===== config.mk =====
export PLATFORM = sky130hd
export DESIGN_NAME = sphere_scan
export DESIGN_NICKNAME = d
export VERILOG_FILES = /design/src/rtl/ray_pkg.sv /design/src/rtl/nearest_hit_sel.sv /design/src/rtl/sphere_scan.sv
export SDC_FILE = /design/constraint.sdc
export NUM_CORES = 1
export LEC_CHECK = 0
export BUFFER_PORTS_ARGS = -buffer_cell sky130_fd_sc_hd__buf_2
export CAP_MARGIN = 0
export CORE_AREA = 2 2 298 300
export DETAILED_ROUTE_END_ITERATION = 7
export DIE_AREA = 0 0 300 302
export SLEW_MARGIN = 20
export SYNTH_ARGS = -nofsm -noshare
export SYNTH_HDL_FRONTEND = slang
export SYNTH_SLANG_ARGS = --single-unit

===== constraint.sdc =====
create_clock -name clk -period 5 [get_ports clk]
set_input_delay 0.25 -clock clk [delete_from_list [all_inputs] [get_ports clk]]
set_output_delay 0.25 -clock clk [all_outputs]
set_load 0.02 [all_outputs]

===== src/rtl/ray_pkg.sv =====
// Shared types and constants for the ray/sphere scan datapath.
package ray_pkg;

    localparam int unsigned WORD_W = 32;

    // 16.16 fixed-point one, and the "no hit yet" distance.
    localparam logic [WORD_W-1:0] FP_ONE = 32'h0001_0000;
    localparam logic [WORD_W-1:0] T_INF  = 32'h7FFF_FFFF;

    typedef enum logic [2:0] {
        ST_IDLE,
        ST_FETCH,
        ST_LOAD,
        ST_START,
        ST_WAIT,
        ST_UPDATE,
        ST_DONE
    } scan_state_e;

    // Ray payload, latched once per scan.
    typedef struct packed {
        logic [WORD_W-1:0] orig_x;
        logic [WORD_W-1:0] orig_y;
        logic [WORD_W-1:0] orig_z;
        logic [WORD_W-1:0] dir_x;
        logic [WORD_W-1:0] dir_y;
        logic [WORD_W-1:0] dir_z;
    } ray_t;

    // Sphere table entry, loaded once per sphere.
    typedef struct packed {
        logic [WORD_W-1:0] center_x;
        logic [WORD_W-1:0] center_y;
        logic [WORD_W-1:0] center_z;
        logic [WORD_W-1:0] radius_sqr;
    } sphere_t;

endpackage


===== src/rtl/nearest_hit_sel.sv =====
// Picks the candidate distance for one sphere and decides whether it beats
// the best distance so far. Purely combinational.
import ray_pkg::*;

module nearest_hit_sel (
    input  logic              result_i,
    input  logic              timed_out_i,
    input  logic [WORD_W-1:0] t0_i,
    input  logic [WORD_W-1:0] t1_i,
    input  logic [WORD_W-1:0] best_t_i,
    output logic [WORD_W-1:0] cand_t_c_o,
    output logic              accept_c_o
);

    // Near root if it lies in front of the origin, otherwise the far root;
    // strict less-than keeps the lower index on equal distances.
    always_comb begin
        cand_t_c_o = ($signed(t0_i) > $signed(32'sd0)) ? t0_i : t1_i;
        accept_c_o = result_i && !timed_out_i
                  && ($signed(cand_t_c_o) > $signed(32'sd0))
                  && ($signed(cand_t_c_o) < $signed(best_t_i));
    end

endmodule


===== src/rtl/sphere_scan.sv =====
// Walks a sphere table for one ray, drives an external intersection unit per
// sphere and keeps the nearest positive hit.
import ray_pkg::*;

module sphere_scan #(
    parameter int unsigned ADDR_W  = 4,
    parameter int unsigned TIMEOUT = 15
) (
    input  logic              clk,
    input  logic              rst,

    input  logic              ray_start,
    input  logic [ADDR_W:0]   num_spheres,
    input  logic [WORD_W-1:0] rayorig_x,
    input  logic [WORD_W-1:0] rayorig_y,
    input  logic [WORD_W-1:0] rayorig_z,
    input  logic [WORD_W-1:0] raydir_x,
    input  logic [WORD_W-1:0] raydir_y,
    input  logic [WORD_W-1:0] raydir_z,

    output logic              sph_rd,
    output logic [ADDR_W-1:0] sph_addr,
    input  logic [WORD_W-1:0] sph_center_x,
    input  logic [WORD_W-1:0] sph_center_y,
    input  logic [WORD_W-1:0] sph_center_z,
    input  logic [WORD_W-1:0] sph_radius_sqr,

    output logic              isect_start,
    output logic [WORD_W-1:0] isect_rayorig_x,
    output logic [WORD_W-1:0] isect_rayorig_y,
    output logic [WORD_W-1:0] isect_rayorig_z,
    output logic [WORD_W-1:0] isect_raydir_x,
    output logic [WORD_W-1:0] isect_raydir_y,
    output logic [WORD_W-1:0] isect_raydir_z,
    output logic [WORD_W-1:0] isect_center_x,
    output logic [WORD_W-1:0] isect_center_y,
    output logic [WORD_W-1:0] isect_center_z,
    output logic [WORD_W-1:0] isect_radius_sqr,
    input  logic              isect_finish,
    input  logic              isect_result,
    input  logic [WORD_W-1:0] isect_t0,
    input  logic [WORD_W-1:0] isect_t1,

    output logic              busy,
    output logic              done,
    output logic              hit,
    output logic [ADDR_W-1:0] hit_idx,
    output logic [WORD_W-1:0] hit_t
);

    localparam int unsigned IDX_W = ADDR_W + 1;
    localparam int unsigned CNT_W = $clog2(TIMEOUT + 1);

    scan_state_e       state_q, state_d;
    ray_t              ray_q, ray_d;
    sphere_t           sph_q, sph_d;
    logic [IDX_W-1:0]  num_q, num_d;
    logic [IDX_W-1:0]  idx_q, idx_d;
    logic [WORD_W-1:0] best_t_q, best_t_d;
    logic [CNT_W-1:0]  cnt_q, cnt_d;
    logic              to_q, to_d;
    logic              sph_rd_q, sph_rd_d;
    logic [ADDR_W-1:0] sph_addr_q, sph_addr_d;
    logic              isect_start_q, isect_start_d;
    logic              busy_q, busy_d;
    logic              done_q, done_d;
    logic              hit_q, hit_d;
    logic [ADDR_W-1:0] hit_idx_q, hit_idx_d;
    logic [WORD_W-1:0] hit_t_q, hit_t_d;

    logic [WORD_W-1:0] cand_t_c;
    logic              accept_c;
    logic              fin_ok_c;
    logic              wait_expired_c;
    logic [IDX_W-1:0]  idx_next_c;
    logic              more_c;

    // The first WAIT cycle may still see the previous operation's finish level.
    assign fin_ok_c       = (cnt_q != '0) && isect_finish;
    assign wait_expired_c = (cnt_q == CNT_W'(TIMEOUT - 1));
    assign idx_next_c     = idx_q + IDX_W'(1);
    assign more_c         = (idx_next_c < num_q);

    nearest_hit_sel u_sel (
        .result_i    (isect_result),
        .timed_out_i (to_q),
        .t0_i        (isect_t0),
        .t1_i        (isect_t1),
        .best_t_i    (best_t_q),
        .cand_t_c_o  (cand_t_c),
        .accept_c_o  (accept_c)
    );

    // State register; reset wins over everything, including a pending start.
    always_ff @(posedge clk) begin
        if (rst) begin
            state_q <= ST_IDLE;
        end else begin
            state_q <= state_d;
        end
    end

    // Next-state decode.
    always_comb begin
        state_d = state_q;
        case (state_q)
            ST_IDLE: begin
                if (ray_start) begin
                    state_d = (num_spheres == '0) ? ST_DONE : ST_FETCH;
                end
            end
            ST_FETCH:  state_d = ST_LOAD;
            ST_LOAD:   state_d = ST_START;
            ST_START:  state_d = ST_WAIT;
            ST_WAIT: begin
                if (fin_ok_c || wait_expired_c) begin
                    state_d = ST_UPDATE;
                end
            end
            ST_UPDATE: state_d = more_c ? ST_FETCH : ST_DONE;
            ST_DONE:   state_d = ST_IDLE;
            default:   state_d = ST_IDLE;
        endcase
    end

    // Output and datapath next values; strobes look ahead to the next state
    // so that their registered copies line up with FETCH and START.
    always_comb begin
        ray_d         = ray_q;
        sph_d         = sph_q;
        num_d         = num_q;
        idx_d         = idx_q;
        best_t_d      = best_t_q;
        cnt_d         = cnt_q;
        to_d          = to_q;
        hit_d         = hit_q;
        hit_idx_d     = hit_idx_q;
        hit_t_d       = hit_t_q;
        sph_addr_d    = sph_addr_q;
        done_d        = 1'b0;
        busy_d        = (state_d != ST_IDLE);
        sph_rd_d      = (state_d == ST_FETCH);
        isect_start_d = (state_d == ST_START);

        case (state_q)
            ST_IDLE: begin
                if (ray_start) begin
                    ray_d.orig_x = rayorig_x;
                    ray_d.orig_y = rayorig_y;
                    ray_d.orig_z = rayorig_z;
                    ray_d.dir_x  = raydir_x;
                    ray_d.dir_y  = raydir_y;
                    ray_d.dir_z  = raydir_z;
                    num_d        = num_spheres;
                    idx_d        = '0;
                    best_t_d     = T_INF;
                    hit_d        = 1'b0;
                end
            end
            ST_LOAD: begin
                sph_d.center_x   = sph_center_x;
                sph_d.center_y   = sph_center_y;
                sph_d.center_z   = sph_center_z;
                sph_d.radius_sqr = sph_radius_sqr;
            end
            ST_START: begin
                cnt_d = '0;
                to_d  = 1'b0;
            end
            ST_WAIT: begin
                cnt_d = cnt_q + CNT_W'(1);
                to_d  = !fin_ok_c;
            end
            ST_UPDATE: begin
                if (accept_c) begin
                    best_t_d  = cand_t_c;
                    hit_idx_d = idx_q[ADDR_W-1:0];
                    hit_d     = 1'b1;
                end
                if (more_c) begin
                    idx_d = idx_next_c;
                end
            end
            ST_DONE: begin
                done_d  = 1'b1;
                hit_t_d = best_t_q;
            end
            default: ;
        endcase

        if (state_d == ST_FETCH) begin
            sph_addr_d = idx_d[ADDR_W-1:0];
        end
    end

    // Datapath and output registers.
    always_ff @(posedge clk) begin
        if (rst) begin
            ray_q         <= '0;
            sph_q         <= '0;
            num_q         <= '0;
            idx_q         <= '0;
            best_t_q      <= T_INF;
            cnt_q         <= '0;
            to_q          <= 1'b0;
            sph_rd_q      <= 1'b0;
            sph_addr_q    <= '0;
            isect_start_q <= 1'b0;
            busy_q        <= 1'b0;
            done_q        <= 1'b0;
            hit_q         <= 1'b0;
            hit_idx_q     <= '0;
            hit_t_q       <= T_INF;
        end else begin
            ray_q         <= ray_d;
            sph_q         <= sph_d;
            num_q         <= num_d;
            idx_q         <= idx_d;
            best_t_q      <= best_t_d;
            cnt_q         <= cnt_d;
            to_q          <= to_d;
            sph_rd_q      <= sph_rd_d;
            sph_addr_q    <= sph_addr_d;
            isect_start_q <= isect_start_d;
            busy_q        <= busy_d;
            done_q        <= done_d;
            hit_q         <= hit_d;
            hit_idx_q     <= hit_idx_d;
            hit_t_q       <= hit_t_d;
        end
    end

    assign sph_rd           = sph_rd_q;
    assign sph_addr         = sph_addr_q;
    assign isect_start      = isect_start_q;
    assign isect_rayorig_x  = ray_q.orig_x;
    assign isect_rayorig_y  = ray_q.orig_y;
    assign isect_rayorig_z  = ray_q.orig_z;
    assign isect_raydir_x   = ray_q.dir_x;
    assign isect_raydir_y   = ray_q.dir_y;
    assign isect_raydir_z   = ray_q.dir_z;
    assign isect_center_x   = sph_q.center_x;
    assign isect_center_y   = sph_q.center_y;
    assign isect_center_z   = sph_q.center_z;
    assign isect_radius_sqr = sph_q.radius_sqr;
    assign busy             = busy_q;
    assign done             = done_q;
    assign hit              = hit_q;
    assign hit_idx          = hit_idx_q;
    assign hit_t            = hit_t_q;

endmodule


### Word-level counts from Yosys, hierarchy flattened

Cells that the tools add are included.

| cells by class | value |
|---|---|
| muxes and demuxes | 18 |
| reductions and logical operators | 17 |
| equal/unequal tests | 12 |
| $lt $le $gt $ge | 4 |
| add/subtract/negate cells | 2 |

Operators by type and width:

| kind | number |
|---|---|
| 2-to-1 mux 32 bit | 3 |
| > comparator 32 x 1 -> 1 bit (second input constant) | 2 |
| one-hot mux 32 bit (2 select lines) | 1 |
| < comparator 32 bit | 1 |
| one-hot mux 3 bit (6 select lines) | 1 |
| 2-to-1 mux 3 bit | 4 |
| 2-to-1 mux 5 bit | 2 |
| one-hot mux 5 bit (2 select lines) | 1 |
| == test 3 x 2 -> 1 bit (second input constant) | 3 |
| == test 3 bit (second input constant) | 3 |
| one-hot mux 4 bit (2 select lines) | 1 |
| == test 3 x 1 -> 1 bit (second input constant) | 2 |
| inequality test 2 bit (second input constant) | 3 |
| AND reduction 3 bit | 2 |
| adder 5 x 1 -> 5 bit (second input constant) | 1 |
| logical NOT 5 bit | 1 |
| < comparator 5 bit | 1 |
| adder 4 x 1 -> 4 bit (second input constant) | 1 |
| == test 4 bit (second input constant) | 1 |
| logical AND 1 bit | 4 |
| one-hot mux 1 bit (2 select lines) | 2 |
| AND reduction 2 bit | 2 |
| nonzero test 2 bit | 2 |
| nonzero test 4 bit | 1 |
| 5 further kinds | 8 |

| storage, ports and cells | value |
|---|---|
| output and inout port bits | 365 |
| word-level logic and storage cells | 78 |
| register bits | 415 |
| bits of input ports | 394 |

### Longest topological paths before layout

Gate-level depths: netlist of the first run.

| depth | value |
|---|---|
| depth in word-level cells | 7 |
| depth in mapped cells | 15 |
| mapped depth without buffers | 12 |

### Hierarchy

A second synthesis of the first run with hierarchy kept.

| unflattened totals | value |
|---|---|
| cell total of the unflattened synthesis | 2,013 |
| area total of the unflattened synthesis | 16,125.5 um2 |

By module, submodules not included:

| module | cells each | area an instance (um2) | sequential area each (um2) | instances |
|---|---|---|---|---|
| sphere_scan | 1,843 | 14,741.6 | 8,308.0 | 1 |
| nearest_hit_sel | 170 | 1,383.8 | 0.0 | 1 |

### Least setup slack after synthesis of the first run

Ideal clock, no wire load.

| path | value |
|---|---|
| path kind | input to register |
| start point | in isect_t0[30] |
| end point | reg best_t_q[10] |
| arrival | 3.812 ns |
| buffers on the path | 3 |
| stages | 15 |
| data required time | 4.928 ns |
| setup slack | 1.116 ns |
| library setup time | 0.072 ns |
| path through | nor4_1 nand4_1 o21bai_1 clkbuf_1 mux2_1 ha_1 nand4_1 nor4_2 o211ai_1 nor4bb_1 nor4_2 and4bb_1 buf_6 buf_12 mux2i_1 |

| between the ends | value |
|---|---|
| word-level cells in the longest chain between the ends | 7 |
| elaborated cells on any way between the ends | 10 |
| classes of those cells | order compare: 3; eq/ne: 1; mux: 3; reduce/logical: 3 |

RTL lines:

| item | line | RTL |
|---|---|---|
| start: declaration | sphere_scan.sv:41 | `input logic [WORD_W-1:0] isect_t0,` |
| > comparator 32 x 1 -> 1 bit | nearest_hit_sel.sv:18 | `cand_t_c_o = ($signed(t0_i) > $signed(32'sd0)) ? t0_i : t1_i;` |
| 2-to-1 mux 32 bit (*) | nearest_hit_sel.sv:18 |  |
| > comparator 32 x 1 -> 1 bit | nearest_hit_sel.sv:20 | `&& ($signed(cand_t_c_o) > $signed(32'sd0))` |
| logical AND 1 bit | nearest_hit_sel.sv:20 |  |
| logical AND 1 bit | nearest_hit_sel.sv:21 | `&& ($signed(cand_t_c_o) < $signed(best_t_i));` |
| inequality test 2 bit (no line) | - |  |
| AND reduction 3 bit (no line) | - |  |
| end signal: assignment | sphere_scan.sv:219 | `best_t_q <= best_t_d;` |
| end: declaration | sphere_scan.sv:59 | `logic [WORD_W-1:0] best_t_q, best_t_d;` |

Every way passes the cells marked *; elsewhere a longest branch is shown, timed or not. The select of a mux whose other input is x is not followed.
A chain may end at the register's enable or synchronous reset.

### Worst setup path after layout of the first run

| path | value |
|---|---|
| start point | in isect_t0[7] |
| end point | reg best_t_q[21] |

The elaborated chain is that of the path after synthesis.

==> run_results.csv, run 1 <==
group,metric,value,unit
outcome,outcome,"completed",
layout,regArea,0.00831,mm2
layout,nets,3432,
worst_setup_path,cp_max_fo,21,
floorplanning,io_pins,759,
route,final_antenna_net_count,0,
route,postRouteWirelength,68100,um
worst_hold_path,min_path_type,"in -> reg",
clocking,cts_buffers,50,
placement,port_buffers,758,
logic_synthesis,synth-seq-cells,415,
global_routing,grt_overflow_total,0,
clocking,clk_path_buf_depth,3,
sta,worst_pin_slew,1.10,ns
worst_setup_path,worst_ep_arrival_time,4.54,ns
clocking,cts_setup_buffers,0,
route,num_vias,17600,
logic_synthesis,synth_top_cell_area_share,51.6,%
logic_synthesis,synthXorXnorAreaFrac,0.272,%
worst_setup_path,worst-setup-path-type,"in -> reg",
worst_setup_path,worstPathCellList,"buf_2 -> nor4_1 -> buf_4 -> nand4_1 -> o21bai_4 -> buf_4 -> mux2_1 -> ha_1 -> nand4_1 -> nor4_2 -> o211ai_1 -> nor4bb_1 -> buf_4 -> nor4_2 -> and4bb_2 -> buf_12 -> mux2i_1",
power,peakVddDrop,0.380,mV
layout,fill_cells,9288,
logic_synthesis,synth_common_cells,"712 x nand2_1, 415 x dfxtp_1, 339 x a21oi_1, 136 x clkbuf_1, 46 x inv_1",
floorplanning,initial_core_util,18.4,%
sta,finalSetupViolCount,0,
clocking,cts_tree,"done",
sta,finClkSkew,0.0176,ns
floorplanning,die_area,0.0906,mm2
global_routing,grt_pass1_vias,17000,
floorplanning,coreArea,0.0876,mm2
floorplanning,die_x,300,um
sta,rsz0062_at_grt,"false",
layout,multi_input_area,0.00704,mm2
clocking,cts-root-buf,"clkbuf_16",
clocking,post_cts_resized,0,
layout,final_area,0.0260,mm2
sta,max-slew-margin-rel,26.6,%
placement,post-dp-hpwl,46600,um
layout,drive_gt1_share,29.0,%
logic_synthesis,yosys.area.top_type,"dfxtp_1",
job,cap_violations,0,
worst_setup_path,cpMaxStageDelayCell,"nor4_1",
floorplanning,rows,109,
route,wl_per_cell,16.2,um
logic_synthesis,synth_simple_gate_area_share,21.4,%
clocking,clk_pin_slew,0.06,ns
sta,tns,0,ns
route,drtPass1Iterations,5,
logic_synthesis,synth_mux_area_share,4.47,%
sta,final.period_utilization,80.5,%
sta,layout_min_cycle_time,4.03,ns
worst_setup_path,cp_top_family,"simple AND/OR/NAND/NOR gates",
clocking,cts.sinks,415,
logic_synthesis,yosysWarnings,0,
placement,place_area,0.0210,mm2
power,cellPowerDensity,432,mW/mm2
global_routing,grt_usage,13.9,%
global_routing,antenna_found_initial,5,
logic_synthesis,synth-edff-count,0,
placement,gp_congestion,0.902,
layout,area_delta_synth_final,61.7,%
route,via_per_inst,4.19,
worst_setup_path,cp.required,5.51,ns
worst_setup_path,crit_path_start_kind,"input pin",
logic_synthesis,synth_compound_area_share,14.4,%
logic_synthesis,synth_top_family_by_area,"simple AND/OR/NAND/NOR gates",
logic_synthesis,yosys.area_share.adder,3.03,%
logic_synthesis,syn_area_per_cell,8.07,um2
logic_synthesis,synth_nets,2427,
clocking,cts-htree-levels,2,
global_routing,grt_start_max_net_pins,180,
logic_synthesis,yosysSeqAreaShare,51.6,%
logic_synthesis,synthArstFlopShare,0,%
worst_setup_path,end_kind,"flip-flop",
route,drtIter0Drc,1359,
worst_setup_path,path_buf_inv,5,
worst_setup_path,cpMostUsedCell,"buf_4",
sta,slew_violations,0,
logic_synthesis,yosysMostFrequentCell,"nand2_1",
route,drc,0,
sta,max_freq,248,MHz
logic_synthesis,synth_cell_types,55,
logic_synthesis,synth.cell_area,0.0161,mm2
power,total_leakage_power,11.7,nW
logic_synthesis,synthCells,1994,
worst_setup_path,max_stage_delay,0.49,ns
sta,hold_viol,0,
floorplanning,die_h,302,um
logic_synthesis,synth_area_leaders,"dfxtp_1 52%, nand2_1 17%, a21oi_1 11%, clkbuf_1 3.2%, ha_1 3.0%",
logic_synthesis,synth_ff_type,"dfxtp_1",
global_routing,grt_pass1_wl,98800,um
clocking,clk_latency,0.59,ns
[where the power goes]
| part | switching, mW | leakage [nW] | total, mW | internal, mW |
|---|---|---|---|---|
| Clock | 1.54 | 0.874 | 4.00 | 2.45 |
| Combinational | 2.16 | 7.46 | 3.20 | 1.04 |
| Sequential | 0.252 | 3.38 | 4.04 | 3.78 |
[cells by family (layout without fill, tap and decap cells)]
group | count (synthesis) | count (layout)
AOI/OAI and AO/OA | 423 | 423
xor gates and xnor gates | 5 | 5
adders and majority gates | 39 | 39
buffers and inverters | 190 | 1235
DFF | 415 | 415
muxes | 68 | 68
other | 0 | 3
and+or+nand+nor | 854 | 854
[flip-flops by register name, indices dropped and copies added, names as in the netlist, 5 cells and up]
signal	flops
best_t_q	32
hit_t	32
idx_q	5
isect_center_x	32
isect_center_y	32
isect_center_z	32
isect_radius_sqr	32
isect_raydir_x	32
isect_raydir_y	32
isect_raydir_z	32
isect_rayorig_x	32
isect_rayorig_y	32
isect_rayorig_z	32
num_q	5
[per-stage QoR]
step | worst slack [ns] | total power, mW | instances | util (%) | hold WS, ns
4_1_cts | 1.02 | 11.3 | 4204 | 29.7 | 0.00479
3_3_place_gp | 0.405 | 7.04 | 3796 | 24.0 | 0.438
6_report | 0.973 | 11.2 | 4207 | 29.7 | 0.0562
2_1_floorplan | 1.12 | 5.89 | 1994 | - | 0.386
3_5_place_dp | 0.385 | 7.06 | 3796 | 24.0 | 0.443
5_1_grt | 0.582 | 11.8 | 4205 | 29.7 | 0.0127
[what timing repair did]
action                                 4_1_cts  5_1_grt
endpoints found under the hold margin      316        0
hold buffers                               316        0
setup endpoints to repair                    0        0
[metal layers]
metal | wire length [um] | GRT usage [%] | up-vias
met2 | 31700 | 22.2 | 633
met5 | 48 | 0 | -
met3 | 5140 | 4.12 | 145
li1 | - | - | 8630
met4 | 2480 | 5.61 | 8
met1 | 28700 | 17.6 | 8225
[placed cells by master, fill, tap and decap left out, drive strengths merged, types with 4 or more instances in the layout]
master and n:
a211oi 5, a21boi 4, a21o 6, a21oi 339, buf 780, bufinv 9, clkbuf 64, clkinv 11
clkinvlp 6, dfxtp 415, dlygate4sd3 316, ha 39, inv 49, mux2 31, mux2i 37, nand2 712
nand3 8, nand4 10, nor2 43, nor3 39, nor4 18, o211ai 32, o21a 6, o21ai 13
[final cells by class]
class,count,area share (%)
clock inverter,28,1.53
clock buffer,64,5.40
antenna,3,0.0289
sequential,415,31.9
multi-input combinational,1389,27.1
inverter,47,0.678
tap,1165,5.60
timing repair buffer,1096,27.8
[final timing paths]
check                      startpoint             endpoint  slack [ns]  cells past startpoint
setup / recovery          isect_t0[7]         best_t_q[21]        0.97                     17
hold / removal      sph_radius_sqr[0]  isect_radius_sqr[0]        0.06                      3
setup reg to reg         best_t_q[31]         best_t_q[21]        2.09                     11
hold reg to reg   isect_rayorig_z[12]  isect_rayorig_z[12]        0.45                      2
[worst min-delay path: stages]
cell     delay (ns)
buf_2          0.10
nand2_1        0.15
a21oi_1        0.08
(Power assumes the default switching activity.)
==> run 2: changes to the inputs <==
==> constraint.sdc (replaced) <==
create_clock -name clk -period 3.43 [get_ports clk]
set_input_delay 0.1715 -clock clk [delete_from_list [all_inputs] [get_ports clk]]
set_output_delay 0.1715 -clock clk [all_outputs]
set_load 0.02 [all_outputs]
==> run_results.csv, run 2 (synthesized netlist as in run 1, its figures left out) <==
group,metric,value,unit
outcome,outcome,"finished with violations",
outcome,failed_checks,"negative setup slack",
route,postRouteWirelength,68700,um
route,met1_length,28200,um
clocking,clk_path_buf_depth,3,
global_routing,grt_overflow_total,0,
global_routing,grt_pass1_vias,17600,
clocking,cts_tree,"done",
layout,final_area,0.0271,mm2
global_routing,antenna_found_initial,4,
worst_setup_path,cpMostUsedCell,"buf_4",
worst_hold_path,min_path_type,"in -> reg",
layout,finalNonFillerCells,4300,
power,total_leakage_power,12.2,nW
sta,worst_pin_slew,0.981,ns
sta,rsz0062_at_grt,"true",
clocking,cts_buffers,49,
sta,hold_viol,0,
placement,dp_cells,3830,
route,drtPass1Iterations,6,
layout,layout_common_cells,"753 x buf_2, 710 x nand2_1, 415 x dfxtp_1",
job,cap_violations,0,
route,drtIter0Drc,1435,
worst_setup_path,worstPathCellList,"buf_6 -> nor4_2 -> buf_4 -> nand4_1 -> o21bai_4 -> buf_6 -> clkbuf_16 -> buf_4 -> mux2_1 -> ha_1 -> nand2_1 -> nor3_2 -> buf_4 -> o211ai_1 -> nor4bb_2 -> nor4_2 -> and4bb_4 -> clkbuf_16 -> mux2i_1",
worst_setup_path,rr_worst_depth,10,
sta,finalWorstSetupSlack,-0.108,ns
worst_hold_path,hold_path_depth,4,
placement,post-dp-hpwl,46400,um
worst_hold_path,min_to,"best_t_q[0]",
worst_setup_path,r2r_slack,0.53,ns
clocking,cts.sinks,415,
worst_setup_path,worst-setup-path-type,"in -> reg",
sta,max-slew-margin-rel,34.6,%
sta,finalSetupViolCount,37,
worst_setup_path,worst_ep_arrival_time,4.06,ns
route,dr_wl_met2,32800,um
clocking,cts-htree-levels,2,
worst_setup_path,regToRegStartpoint,"best_t_q[27]",
layout,area_delta_synth_final,68.7,%
worst_setup_path,end_kind,"flip-flop",
floorplanning,die_area,0.0906,mm2
worst_hold_path,hp-start,"isect_t1[0]",
worst_setup_path,cpMaxStageDelayCell,"and4bb_4",
placement,gp_congestion,0.883,
floorplanning,io_pins,759,
route,final_antenna_net_count,0,
worst_setup_path,cp.required,3.95,ns
worst_setup_path,reg2reg_to,"best_t_q[4]",
sta,max_freq,283,MHz
sta,final.period_utilization,103,%
floorplanning,rows,109,
layout,layout_commonest_cell,"buf_2",
worst_setup_path,cp_max_fo,10,
placement,port_buffers,758,
route,top_layer_used,"met5",
route,drc,0,
sta,slew_violations,0,
floorplanning,initial_core_util,18.4,%
worst_setup_path,cp_top_family,"simple AND/OR/NAND/NOR gates",
power,cellPowerDensity,603,mW/mm2
floorplanning,coreArea,0.0876,mm2
layout,nets,3523,
layout,drive_gt1_share,30.4,%
worst_setup_path,max_stage_delay,0.46,ns
clocking,clk_pin_slew,0.06,ns
global_routing,grt_pass1_wl,99600,um
route,route.met3.wl,5330,um
sta,finClkSkew,0.0111,ns
floorplanning,die_h,302,um
global_routing,grt_start_max_net_pins,161,
route,num_vias,18200,
sta,layout_min_cycle_time,3.54,ns
placement,place_area,0.0215,mm2
route,via_per_inst,4.23,
route,wl_per_cell,16.0,um
power,peakVddDrop,0.416,mV
global_routing,grt_usage,13.9,%
worst_setup_path,crit_path_start_kind,"input pin",
clocking,cts-root-buf,"clkbuf_16",
floorplanning,die_x,300,um
clocking,clk_latency,0.59,ns
worst_setup_path,path_buf_inv,7,
## run 2: cell count changes in the layout (fill, tap and decap cells not counted), moves of 5 or more
cell           previous run  this run
dlygate4sd3_1           316       365
buf_4                    15        46
mux2_1                   29        18
mux2_4                    0         9
buf_12                    7        14
ha_1                     39        32
ha_4                      0         7
buf_6                     0         6
nor4_1                   14         8
nor4_2                    4         9
## run 2: metal layers
layer / up-vias / global-route usage (%)
met5: - / 0
met4: 4 / 5.56
li1: 8803 / -
met3: 155 / 3.49
met1: 8507 / 17.4
met2: 733 / 22.7
## run 2: layout make-up
class | instances | area, um2
clock inverters | 22 | 282
flip-flops and latches | 415 | 8310
repair buffers | 1188 | 8210
fillers | 9123 | 60400
inverters | 47 | 176
multi-input cells | 1389 | 7230
diodes | 5 | 12.5
clock buffers | 69 | 1460
well taps | 1165 | 1460
## run 2: metrics by stage
| step | total power [mW] | hold WS, ns | setup TNS, ns | utilization [%] | setup slack (ns) |
|---|---|---|---|---|---|
| global route | 17.2 | 0.0366 | -7.35 | 31.0 | -0.217 |
| finish | 16.4 | 0.0708 | -3.05 | 31.0 | -0.108 |
| floorplan | 8.59 | 0.307 | 0 | - | 0.00682 |
| detailed placement | 10.4 | 0.416 | -21.98 | 24.5 | -0.637 |
| CTS | 16.5 | 0.00434 | 0 | 30.7 | 0.0274 |
| global placement | 10.4 | 0.410 | -19.59 | 24.5 | -0.547 |
## run 2: report_power, final
group,switching [mW],internal (mW),total [mW]
clock,2.19,3.42,5.62
sequential,0.373,5.52,5.89
combinational,3.19,1.66,4.85
## run 2: worst max-delay path by stage
stage                 startpoint            to  slack (ns)  cells past startpoint
floorplan           isect_t0[14]           hit       0.007                     15
global placement    isect_t0[22]  best_t_q[11]       -0.55                     15
detailed placement  isect_t0[22]   best_t_q[7]       -0.64                     15
CTS                 isect_t0[22]   best_t_q[7]        0.03                     15
global route        isect_t0[29]  best_t_q[26]       -0.22                     19
finish              isect_t0[13]   best_t_q[4]       -0.11                     19
## run 2: worst register-to-register path, cell delays in order, from the launching register on
cell       delay, ns
dfxtp_1         0.33
inv_1           0.10
ha_4            0.28
nand4_1         0.21
nor4_2          0.37
o211ai_1        0.17
nor4bb_2        0.42
nor4_2          0.10
and4bb_4        0.46
clkbuf_16       0.21
mux2i_1         0.18
## run 2: repair_timing
| action | 4_1_cts | 5_1_grt |
|---|---|---|
| resized for setup | 0 | 25 |
| setup endpoints to repair | 0 | 37 |
| endpoints found under the hold margin | 350 | 0 |
| setup buffers | 0 | 6 |
| hold buffers | 365 | 0 |
==> run 3: changes to the inputs <==
==> constraint.sdc (replaced) <==
create_clock -name clk -period 3.43 [get_ports clk]
set_input_delay 0 -clock clk [delete_from_list [all_inputs] [get_ports clk]]
set_output_delay 0 -clock clk [all_outputs]
set_load 0.02 [all_outputs]
==> run_results.csv, run 3 (synthesized netlist as in run 1, its figures left out) <==
group,metric,value,unit
floorplanning,die_h,302,um
worst_setup_path,end_kind,"flip-flop",
worst_setup_path,worst-setup-path-type,"in -> reg",
worst_setup_path,path_buf_inv,6,
power,cellPowerDensity,588,mW/mm2
global_routing,antenna_found_initial,8,
global_routing,grt.met2_usage,23.5,%
floorplanning,die_area,0.0906,mm2
global_routing,grt_pass1_vias,17700,
job,cap_violations,0,
layout,area_delta_synth_final,68.6,%
clocking,cts_buffers,48,
placement,port_buffers,758,
global_routing,grt_start_max_net_pins,193,
sta,final.period_utilization,101,%
sta,slew_violations,0,
layout,fill_cells,9103,
route,postRouteWirelength,69000,um
floorplanning,io_pins,759,
route,via_per_inst,4.27,
route,drtIter0Drc,1428,
layout,nets,3542,
sta,finalSetupViolCount,20,
route,final_antenna_net_count,0,
route,drtPass1Iterations,5,
worst_setup_path,cp_max_fo,8,
worst_setup_path,crit_path_start_kind,"input pin",
power,p_total,15.9,mW
sta,finClkSkew,0.0106,ns
layout,layout_common_cells,"755 x buf_2, 710 x nand2_1, 415 x dfxtp_1",
power,peakVddDrop,0.442,mV
sta,max-slew-margin-rel,22.6,%
clocking,clk_pin_slew,0.06,ns
global_routing,grt_usage,13.9,%
sta,hold_viol,0,
worst_setup_path,max_stage_delay,0.45,ns
global_routing,grt_pass1_wl,99800,um
outcome,failed_checks,"negative setup slack",
sta,rsz0062_at_grt,"true",
floorplanning,rows,109,
layout,finalNonFillerCells,4316,
worst_setup_path,cp_top_family,"simple AND/OR/NAND/NOR gates",
global_routing,grt_overflow_total,0,
clocking,cts.sinks,415,
sta,worst_pin_slew,1.16,ns
outcome,outcome,"finished with violations",
sta,finalWorstSetupSlack,-0.0282,ns
worst_setup_path,cp.required,3.94,ns
route,drc,0,
sta,tns,-0.296,ns
global_routing,met1_usage,16.9,%
clocking,clk_latency,0.60,ns
route,num_vias,18400,
placement,preCtsSetupSlack,-0.908,ns
placement,dp_cells,3824,
placement,post-dp-hpwl,45900,um
worst_hold_path,min_path_type,"in -> reg",
clocking,clk_path_buf_depth,3,
layout,fin_util,31.0,%
clocking,cts-htree-levels,2,
placement,gp_congestion,0.875,
worst_setup_path,worstPathCellList,"buf_2 -> nor4_4 -> buf_4 -> nand4_1 -> o21bai_4 -> buf_12 -> buf_8 -> buf_4 -> mux2_4 -> ha_1 -> nand4_1 -> nor4_2 -> o211ai_1 -> nor4bb_2 -> nor4_2 -> and4bb_4 -> buf_12 -> mux2i_1",
global_routing,grt-busiest-layer,"met2",
floorplanning,coreArea,0.0876,mm2
global_routing,met3_usage,3.39,%
sta,max_freq,289,MHz
floorplanning,die_x,300,um
floorplanning,initial_core_util,18.4,%
power,total_leakage_power,12.2,nW
sta,layout_min_cycle_time,3.46,ns
layout,layout_commonest_cell,"buf_2",
clocking,cts-root-buf,"clkbuf_16",
route,wl_per_cell,16.0,um
layout,drive_gt1_share,29.4,%
worst_setup_path,cpMaxStageDelayCell,"and4bb_4",
clocking,cts_tree,"done",
worst_setup_path,worst_ep_arrival_time,3.97,ns
## run 3: cell types whose count changed in the layout (fill, tap and decap cells not counted), sizes merged
cell	change
buf	-5
bufinv	-2
clkbuf	+2
clkinv	-5
clkinvlp	-3
diode	+1
dlygate4sd3	+26
inv	+2
## run 3: worst paths after layout
path	endpoint	depth (start not counted)	from	slack [ns]
max	best_t_q[3]	18	isect_t0[6]	-0.03
min	isect_raydir_z[7]	5	ray_start	0.14
max reg2reg	best_t_q[3]	10	best_t_q[31]	0.50
min reg2reg	isect_rayorig_z[5]	2	isect_rayorig_z[5]	0.45
## run 3: per-stage QoR
stage                     hold slack [ns]  area [um2]
after global placement              0.239       21300
after global routing                0.123       27100
after CTS                          0.0962       26800
after detailed placement            0.245       21300
final                               0.140       27100
after floorplan                     0.136       16100
## run 3: repair_timing
action / CTS / global route
hold buffers: 391 / 0
gates cloned: 0 / 2
endpoints found under the setup margin: 37 / 37
resized for setup: 4 / 40
hold endpoints to repair: 375 / 0
buffers inserted: 0 / 7
pin swaps: 0 / 15
## run 3: area by class of cell
cell class,instances,area (um2),share of cell area (%)
clock inverter,14,188,0.692
sequential,415,8310,30.6
tap,1165,1460,5.37
timing repair buffer,1208,8400,31.0
clock buffer,72,1380,5.10
multi-input combinational,1389,7200,26.5
inverter,47,176,0.650
antenna,6,15.0,0.0554
## run 3: tightest hold or removal path, cell delays in order
cell	delay, ns
buf_2	0.11
nor4b_2	0.18
buf_12	0.17
nand2_1	0.12
a21oi_1	0.05
## run 3: where the power goes
| part | internal [mW] | total, mW | switching (mW) |
|---|---|---|---|
| registers | 5.52 | 5.89 | 0.368 |
| clock network | 3.08 | 5.22 | 2.13 |
| logic | 1.67 | 4.85 | 3.18 |
## run 3: routing by layer
layer  share of wire [%]  up-vias
met4                 3.8        2
met2                  48      757
met3                 7.0      167
li1                    -     8839
met5               0.020        -
met1                  41     8649
